==> src/rtl/fan_tach_capture.sv <==
// ---------------------------------------------------------------------------
// fan_tach_capture
//
// Measures fan revolution time from an open-drain tachometer line. The result
// is the number of clk_en_i ticks per revolution. It shares its prescaler
// enable with the fan PWM controller, so periods are in PWM counter ticks.
//
// Ports
//   clk_i     in   system clock
//   rstn_i    in   asynchronous active-low reset
//   clk_en_i  in   prescaler tick; sampling, filtering and counting only here
//   tach_i    in   raw tach line, asynchronous to clk_i, idles high
//   period_o  out  ticks per revolution, saturates at all-ones
//   valid_o   out  one clk_i pulse whenever period_o/stall_o update
//   stall_o   out  high until a valid revolution has been measured
// ---------------------------------------------------------------------------
module fan_tach_capture #(
    parameter int TACH_BITWIDTH  = 12,
    parameter int FILTER_DEPTH   = 3,
    parameter int PULSES_PER_REV = 2
) (
    input  logic                     clk_i,
    input  logic                     rstn_i,
    input  logic                     clk_en_i,
    input  logic                     tach_i,
    output logic [TACH_BITWIDTH-1:0] period_o,
    output logic                     valid_o,
    output logic                     stall_o
);

    localparam int FCNT_W = (FILTER_DEPTH > 1) ? $clog2(FILTER_DEPTH) : 1;
    localparam int NCNT_W = (PULSES_PER_REV > 1) ? $clog2(PULSES_PER_REV) : 1;

    localparam logic [TACH_BITWIDTH-1:0] PMAX      = '1;
    localparam logic [FCNT_W-1:0]        FCNT_LAST = FCNT_W'(FILTER_DEPTH - 1);
    localparam logic [NCNT_W-1:0]        NCNT_LAST = NCNT_W'(PULSES_PER_REV - 1);

    localparam logic [0:0] ST_ARM     = 1'b0;
    localparam logic [0:0] ST_MEASURE = 1'b1;

    // Saturating increment of the period counter.
    function automatic logic [TACH_BITWIDTH-1:0] sat_inc(input logic [TACH_BITWIDTH-1:0] v);
        if (v == PMAX) begin
            return PMAX;
        end
        return v + 1'b1;
    endfunction

    logic                     r_tach_sync_p0;
    logic                     r_tach_sync_p1;
    logic                     r_filt;
    logic [FCNT_W-1:0]        r_fcnt;
    logic [0:0]               r_state;
    logic [TACH_BITWIDTH-1:0] r_pcnt;
    logic [NCNT_W-1:0]        r_ncnt;
    logic [TACH_BITWIDTH-1:0] r_period;
    logic                     r_valid;
    logic                     r_stall;
    logic                     w_s;
    logic                     w_edge;

    // Stage p0/p1: two-flop synchronizer, runs every clk_i, idles high.
    always_ff @(posedge clk_i or negedge rstn_i) begin
        if (!rstn_i) begin
            r_tach_sync_p0 <= 1'b1;
            r_tach_sync_p1 <= 1'b1;
        end else begin
            r_tach_sync_p0 <= tach_i;
            r_tach_sync_p1 <= r_tach_sync_p0;
        end
    end

    assign w_s = r_tach_sync_p1;

    // Glitch filter: filt follows s only after FILTER_DEPTH consecutive
    // enabled samples that disagree with it.
    always_ff @(posedge clk_i or negedge rstn_i) begin
        if (!rstn_i) begin
            r_filt <= 1'b1;
            r_fcnt <= '0;
        end else if (clk_en_i) begin
            if (w_s == r_filt) begin
                r_fcnt <= '0;
            end else if (r_fcnt == FCNT_LAST) begin
                r_filt <= w_s;
                r_fcnt <= '0;
            end else begin
                r_fcnt <= r_fcnt + 1'b1;
            end
        end
    end

    // Falling edge of filt, seen in the same tick the filter commits it.
    assign w_edge = clk_en_i & r_filt & ~w_s & (r_fcnt == FCNT_LAST);

    // Measurement FSM. pcnt counts ticks since the opening edge of the
    // current revolution; the closing edge also opens the next one.
    always_ff @(posedge clk_i or negedge rstn_i) begin
        if (!rstn_i) begin
            r_state  <= ST_ARM;
            r_pcnt   <= '0;
            r_ncnt   <= '0;
            r_period <= '0;
            r_valid  <= 1'b0;
            r_stall  <= 1'b1;
        end else begin
            r_valid <= 1'b0;
            if (clk_en_i) begin
                case (r_state)
                    ST_ARM: begin
                        if (w_edge) begin
                            r_state <= ST_MEASURE;
                            r_pcnt  <= '0;
                            r_ncnt  <= '0;
                        end
                    end
                    default: begin
                        // An edge beats a stall on the same tick.
                        if (w_edge) begin
                            if (r_ncnt == NCNT_LAST) begin
                                r_period <= sat_inc(r_pcnt);
                                r_valid  <= 1'b1;
                                r_stall  <= 1'b0;
                                r_pcnt   <= '0;
                                r_ncnt   <= '0;
                            end else begin
                                r_ncnt <= r_ncnt + 1'b1;
                                r_pcnt <= sat_inc(r_pcnt);
                            end
                        end else if (r_pcnt == PMAX) begin
                            r_period <= PMAX;
                            r_valid  <= 1'b1;
                            r_stall  <= 1'b1;
                            r_state  <= ST_ARM;
                        end else begin
                            r_pcnt <= r_pcnt + 1'b1;
                        end
                    end
                endcase
            end
        end
    end

    assign period_o = r_period;
    assign valid_o  = r_valid;
    assign stall_o  = r_stall;

endmodule

==> config.mk <==
export PLATFORM = sky130hd
export DESIGN_NAME = fan_tach_capture
export DESIGN_NICKNAME = d
export VERILOG_FILES = /design/src/rtl/fan_tach_capture.sv
export SDC_FILE = /design/constraint.sdc
export NUM_CORES = 1
export LEC_CHECK = 0
export ABC_CLOCK_PERIOD_IN_PS = 1850
export BUFFER_PORTS_ARGS = -buffer_cell sky130_fd_sc_hd__buf_2
export CELL_PAD_IN_SITES_DETAIL_PLACEMENT = 1
export CELL_PAD_IN_SITES_GLOBAL_PLACEMENT = 2
export CORE_MARGIN = 2
export CORE_UTILIZATION = 39
export DETAILED_ROUTE_END_ITERATION = 10
export PLACE_DENSITY_LB_ADDON = 0.08
export SLEW_MARGIN = 20
export SYNTH_ARGS = -nofsm -noshare
export SYNTH_HDL_FRONTEND = slang
export SYNTH_SLANG_ARGS = --single-unit
==> constraint.sdc <==
create_clock -name clk_i -period 1.85 [get_ports clk_i]
set_input_delay 0 -clock clk_i [delete_from_list [all_inputs] [get_ports clk_i]]
set_output_delay 0 -clock clk_i [all_outputs]
set_load 0.05 [all_outputs]
**Yosys cells after proc, flatten, opt, wreduce, memory -nomap -nowiden**

Cells that the tools add are included.

- Flip-flop bits (word level): 33
- Input port bits: 4
- Output and inout bits: 14
- Word-level logic and storage cells: 65

- $add $sub $neg: 3
- Eq/ne operators: 5
- Mux-type cells: 36
- Bitwise logic cells: 5
- Reduce and logical (&&, ||, !) cells: 6

Operators by type and width:

| operator | number |
|---|---|
| $mux 12 | 10 |
| $mux 1 | 24 |
| $add 12x1->12 const B | 1 |
| $eq 12x12->1 const B | 1 |
| $reduce_and 3->1 | 2 |
| $mux 2 | 2 |
| $ne 2x2->1 const B | 2 |
| $reduce_and 4->1 | 1 |
| $reduce_bool 2->1 | 2 |
| $and 1x1->1 | 3 |
| $add 2x1->2 const B | 1 |
| $eq 2x2->1 const B | 1 |
| $not 1->1 | 2 |
| $reduce_and 2->1 | 1 |
| $add 1x1->1 const B | 1 |
| $eq 1x1->1 | 1 |

**Depth between registers and ports, before layout**

- Depth in word-level cells: 10
- Depth in mapped cells: 7
- Gate-level depth less buffers: 5

**Worst setup path after synthesis**

No wires, ideal clock.

- Kind: register -> register
- Start point: register r_pcnt[0]
- End point: register r_pcnt[7]
- Setup time: 0.122 ns
- Data arrival time: 1.563 ns
- Data required time: 1.728 ns
- Slack: 0.165 ns
- Cell stages (with the launch flop): 7
- Path buffers: 1
- Period minus slack after synthesis: 1.685 ns
- Path through: dfrtp_1 > ha_1 > and3_1 > buf_6 > a41oi_2 > and3_1 > nor4_2

- Cells in the longest elaborated chain, start to end: 10
- Elaborated cells on any way between the ends: 14
- Those cells by class: add/sub (1); eq/ne (2); mux (10); reduce/logical (1)

RTL lines:

| item | RTL line | RTL |
|---|---|---|
| from (decl) | 54 | `logic [TACH_BITWIDTH-1:0] r_pcnt;` |
| from (signal assigned) | 128 | `r_pcnt <= sat_inc(r_pcnt);` |
| from (signal assigned) | 136 | `r_pcnt <= r_pcnt + 1'b1;` |
| $eq 12x12->1 | 43, 130 |  |
| $mux 1 | 43 | `if (v == PMAX) begin` |
| $mux 1 | 120 | `if (r_ncnt == NCNT_LAST) begin` |
| $mux 1 | 119 | `if (w_edge) begin` |
| $mux 1 | 109 | `case (r_state)` |
| $mux 1 | 108 | `if (clk_en_i) begin` |
| $mux 12 | 46 | `return v + 1'b1;` |
| $mux 12 | 120 |  |
| $mux 12 | 119 |  |
| $mux 12 | 109 |  |

Several ways; a longest one is shown, not always the timed one. The select of a mux whose other input is x is not followed.
A chain may end at the register's enable or synchronous reset.

**Worst setup path after layout**

- Start point: register r_pcnt[10]
- End point: register r_pcnt[3]

- Cells in the longest elaborated chain, start to end: 10
- Elaborated cells on any way between the ends: 12
- Those cells by class: eq/ne (2); mux (9); reduce/logical (1)

RTL lines:

| item | RTL line |
|---|---|
| $eq 12x12->1 (*) | 43, 130 |
| $mux 1 | 43 |
| $mux 1 | 120 |
| $mux 1 | 119 |
| $mux 1 | 109 |
| $mux 1 | 108 |
| $mux 12 | 46 |
| $mux 12 | 120 |
| $mux 12 | 119 |
| $mux 12 | 109 |

Mark *: on every way between the ends. The rest lies on a longest branch, timed or not. The select of a mux whose other input is x is not followed.

==> impl.org <==
** Die
- I/O pin count :: 18
- For this configuration, the core starts out at a cell density of 40.6%.
- Measured along the y axis, the die boundary spans just over 70 um.
- Number of rows in the core area :: 24
- The floorplan step set the die width to 71.5 um.
- Total die area :: 0.00512 mm2
- Floorplan Core Area :: between 0.004 and 0.005 mm2

** GRT
- The number of antenna violations at the first check in global routing came to 0.
- Sum of overflow across all layers after global routing :: 0
- First-pass GRT wire length :: 7350 um
- Vias in the first global route :: around 1,500
- Global routing used approximately a fifth of the available tracks.
- Entering global routing, the biggest net connects 34 pins.

** Timing
- The number of max-slew violations in the final report came to 0.
- The smallest clock period supported by the final layout is computed as ~1800 ps.
- Based on the critical path, the design can be clocked at up to ~0.56 GHz.
- After layout, the worst path uses ~97% of the clock period.
- Headroom to the max-slew limit came out at around half.
- Hold violation count in the final report :: 0
- Transition time at the pin with the least slew margin :: ~750 ps
- Worst Skew :: a little over 9 ps
- Setup violations remaining at the end of the flow were counted as 0.

** Setup path
- By startpoint and endpoint, the worst setup path is classified as reg -> reg.
- Worst path cell trace :: nand4_1 -> o41ai_4 -> buf_4 -> o21ai_1 -> nor2_1
- Maximum net fanout on the critical path :: 5
- Arrival time worst endpoint :: slightly above 2000 ps
- CP startpoint kind :: flip-flop
- STA puts the critical path data required time at about 2100 ps.
- Worst path max stage delay :: 570 ps
- The slowest stage of the critical path belongs to the cell sky130_fd_sc_hd__o41ai_4.
- The number of buffers and inverters on the critical path is 1.
- On the critical path the largest part of the delay comes from compound AO/OA/AOI/OAI gates.
- The worst setup path is captured at a flip-flop.

** Clock network
- Post-CTS setup buffers :: 0
- The clock drives 33 sinks.
- Inserted Clock Buffers :: 5
- Clock tree from TritonCTS :: built
- Clock latency on the worst-skew pair, taken at its later pin, is 290 ps.
- Clock-pin slew was measured on the worst setup and hold paths at 70 ps.
- Counting along the longest clock path gives a buffer depth of 2.
- Clk Tree Root Cell :: sky130_fd_sc_hd__clkbuf_8
- The H-tree was split into 2 levels.

** Synth
- After synthesis, the largest family of logic cells by area is compound AO/OA/AOI/OAI gates.
- Avg Inst Size Synth :: 11.7 um2
- Post-synthesis simple-gate area fraction :: between 10% and 20%
- For this run, the leading register cell type out of synthesis is sky130_fd_sc_hd__dfrtp_1.
- In this run, synthesis inferred 0 flip-flops with an integrated enable.
- Counting every instance in the synthesized netlist gives about 150.
- Syn nets :: 157
- Compound-Gate Fraction of Synth Area :: about 26%
- Fraction of registers with async set/reset :: 100%
- Summing the areas of all fa, ha and maj instances in the mapped netlist gives 0.704% of the synthesized area.
- Sequential cells were found to cover 46.7% of the synthesized design area.
- Count of synthesis-stage warnings from yosys :: 0
- Synthesis instantiated 47 different standard cells from the library.
- In this run the cell area of the synthesized design comes to ~0.0018 mm2.
- In this run, synthesis produced a sequential element count of 33.
- The portion of synthesized area spent on multiplexers is between 1 and 1.5%.
- Of the total synthesized cell area, the portion taken by XOR and XNOR cells is ~4.4%.

** Placed design
- Port buffering added 17 buffers.
- Cell area after placement :: about 0.0020 mm2
- Routability-driven placement finished with a final weighted congestion of 0.815.
- The wire-length estimate of the detail-placed layout is approximately 3100 um.
- In this run, placement finished with an instance count of between 200 and 250.

** Cells and area
- Cell area after layout :: between 0.002 and 0.0025 mm2
- Most used cells in the layout excluding fill and tap cells :: 29 x sky130_fd_sc_hd__dfrtp_1, 17 x sky130_fd_sc_hd__buf_2, 11 x sky130_fd_sc_hd__a21oi_1, 11 x sky130_fd_sc_hd__buf_4
- Fraction of final layout cells sized beyond drive strength 1 :: 35.9%
- From synthesis to final layout, the design area changed by 18.9%.
- The library cell used most frequently in the layout, excluding fill and tap cells, is sky130_fd_sc_hd__dfrtp_1.
- At the end of the flow, the number of nets in the layout was 188.
- Final non-filler cell total :: approximately 240
- Fill cell instance count of the final layout :: between 400 and 500
- 0 antenna diodes ended up in the layout.

** Status
- The run finished with clean final reports.

** Pwr
- IR Drop Worst-Case VDD :: around 0.00055 V
- For this design the static power due to leakage is 0.934 nW.
- Power per standard cell area :: just under 1000 mW/mm2

** Drt
- Routed length per instance :: 18.1 um
- For this block, the initial DRC count from the detailed router was 44.
- Vias :: around 1,400
- Once detail routing completed, the nets flagged for antenna violations numbered 0.
- DRC violations left :: 0
- Dividing the detail-routed via count by the number of cells gives 5.73.
- The routed design has around 4300 um of wire.
- The first detailed-routing pass took 4 iterations.

** Min path
- The worst hold path belongs to the class in -> reg.

** Flow run
- Max-Cap Viols :: 0
[power by group]
part / internal (mW) / switching (mW) / total, mW
Clock: 0.261 / 0.270 / 0.530
Sequential: 0.840 / 0.136 / 0.976
Combinational: 0.265 / 0.316 / 0.580
[cell families after synthesis]
kind of cell	count (synthesis)
buffers and inverters	12
AND/OR/NAND/NOR	45
AO/OA/AOI/OAI	50
adder cells (fa/ha/maj)	1
multiplexers	2
XOR/XNOR	9
flip-flops	33
[Yosys cell counts (2+ instances only)]
cell / number / area (um2)
sky130_fd_sc_hd__a2bb2oi_2: 9 / 135
sky130_fd_sc_hd__a311oi_1: 4 / 35.0
sky130_fd_sc_hd__nor3_1: 4 / 20.0
sky130_fd_sc_hd__o211ai_1: 3 / 22.5
sky130_fd_sc_hd__nor4_2: 2 / 25.0
sky130_fd_sc_hd__dfstp_2: 4 / 105
sky130_fd_sc_hd__xnor2_1: 9 / 78.8
sky130_fd_sc_hd__a31oi_1: 5 / 31.3
sky130_fd_sc_hd__clkbuf_1: 2 / 7.51
sky130_fd_sc_hd__o21ai_0: 2 / 10.0
sky130_fd_sc_hd__o21ai_1: 3 / 15.0
sky130_fd_sc_hd__dfrtp_1: 29 / 726
sky130_fd_sc_hd__mux2_2: 2 / 22.5
sky130_fd_sc_hd__and3_1: 6 / 37.5
sky130_fd_sc_hd__nor2_1: 6 / 22.5
sky130_fd_sc_hd__nand3_1: 4 / 20.0
sky130_fd_sc_hd__nand3_2: 2 / 20.0
sky130_fd_sc_hd__inv_1: 4 / 15.0
sky130_fd_sc_hd__nand2_1: 8 / 30.0
sky130_fd_sc_hd__a21oi_1: 11 / 55.1
sky130_fd_sc_hd__buf_6: 3 / 33.8
sky130_fd_sc_hd__buf_2: 2 / 10.0
sky130_fd_sc_hd__nand4_1: 4 / 25.0
[metal layers]
metal	vias to the layer above	wire length, um	global-route usage (%)
met5	-	0	0
met4	0	69	6.29
met3	6	139	5.49
met2	18	2160	31.4
met1	679	1900	23.2
li1	649	-	-
[layout make-up]
type	count	area, um2	share of cell area, %
multi-input cells	107	901	42.6
clock inverters	2	10.0	0.474
clock buffers	6	72.6	3.43
repair buffers	32	219	10.4
flip-flops and latches	33	831	39.3
well taps	52	65.1	3.08
inverters	4	15.0	0.710
[stage by stage]
stage	setup slack [ps]	setup TNS [ps]	utilization, %	hold slack (ps)	total power [mW]
5_1_grt	-49.5	-121	48.2	33.7	2.22
2_1_floorplan	165	0	-	-296	1.37
3_3_place_gp	85.6	0	45.2	101	1.53
4_1_cts	27.9	0	47.6	4.50	2.10
3_5_place_dp	-12.9	-44.1	45.2	108	1.56
6_report	64.7	0	48.2	8.03	2.09
[final timing paths]
path	startpoint	to	slack, ps	cells after the start
min	clk_en_i	r_fcnt[1]	8	2
max reg2reg	r_pcnt[10]	r_pcnt[3]	60	5
min reg2reg	r_tach_sync_p0	r_tach_sync_p1	360	0
max in group asynchronous	rstn_i	r_pcnt[9]	1060	2
max	r_pcnt[10]	r_pcnt[3]	60	5
min in group asynchronous	rstn_i	period_o[3]	310	2
[timing repair]
item	in CTS	in global routing
pin swaps	0	1
cloned	0	0
endpoints found under the setup margin	11	16
resized for setup	1	4
hold buffers	2	0
endpoints found under the hold margin	30	0
(Power assumes the default switching activity.)
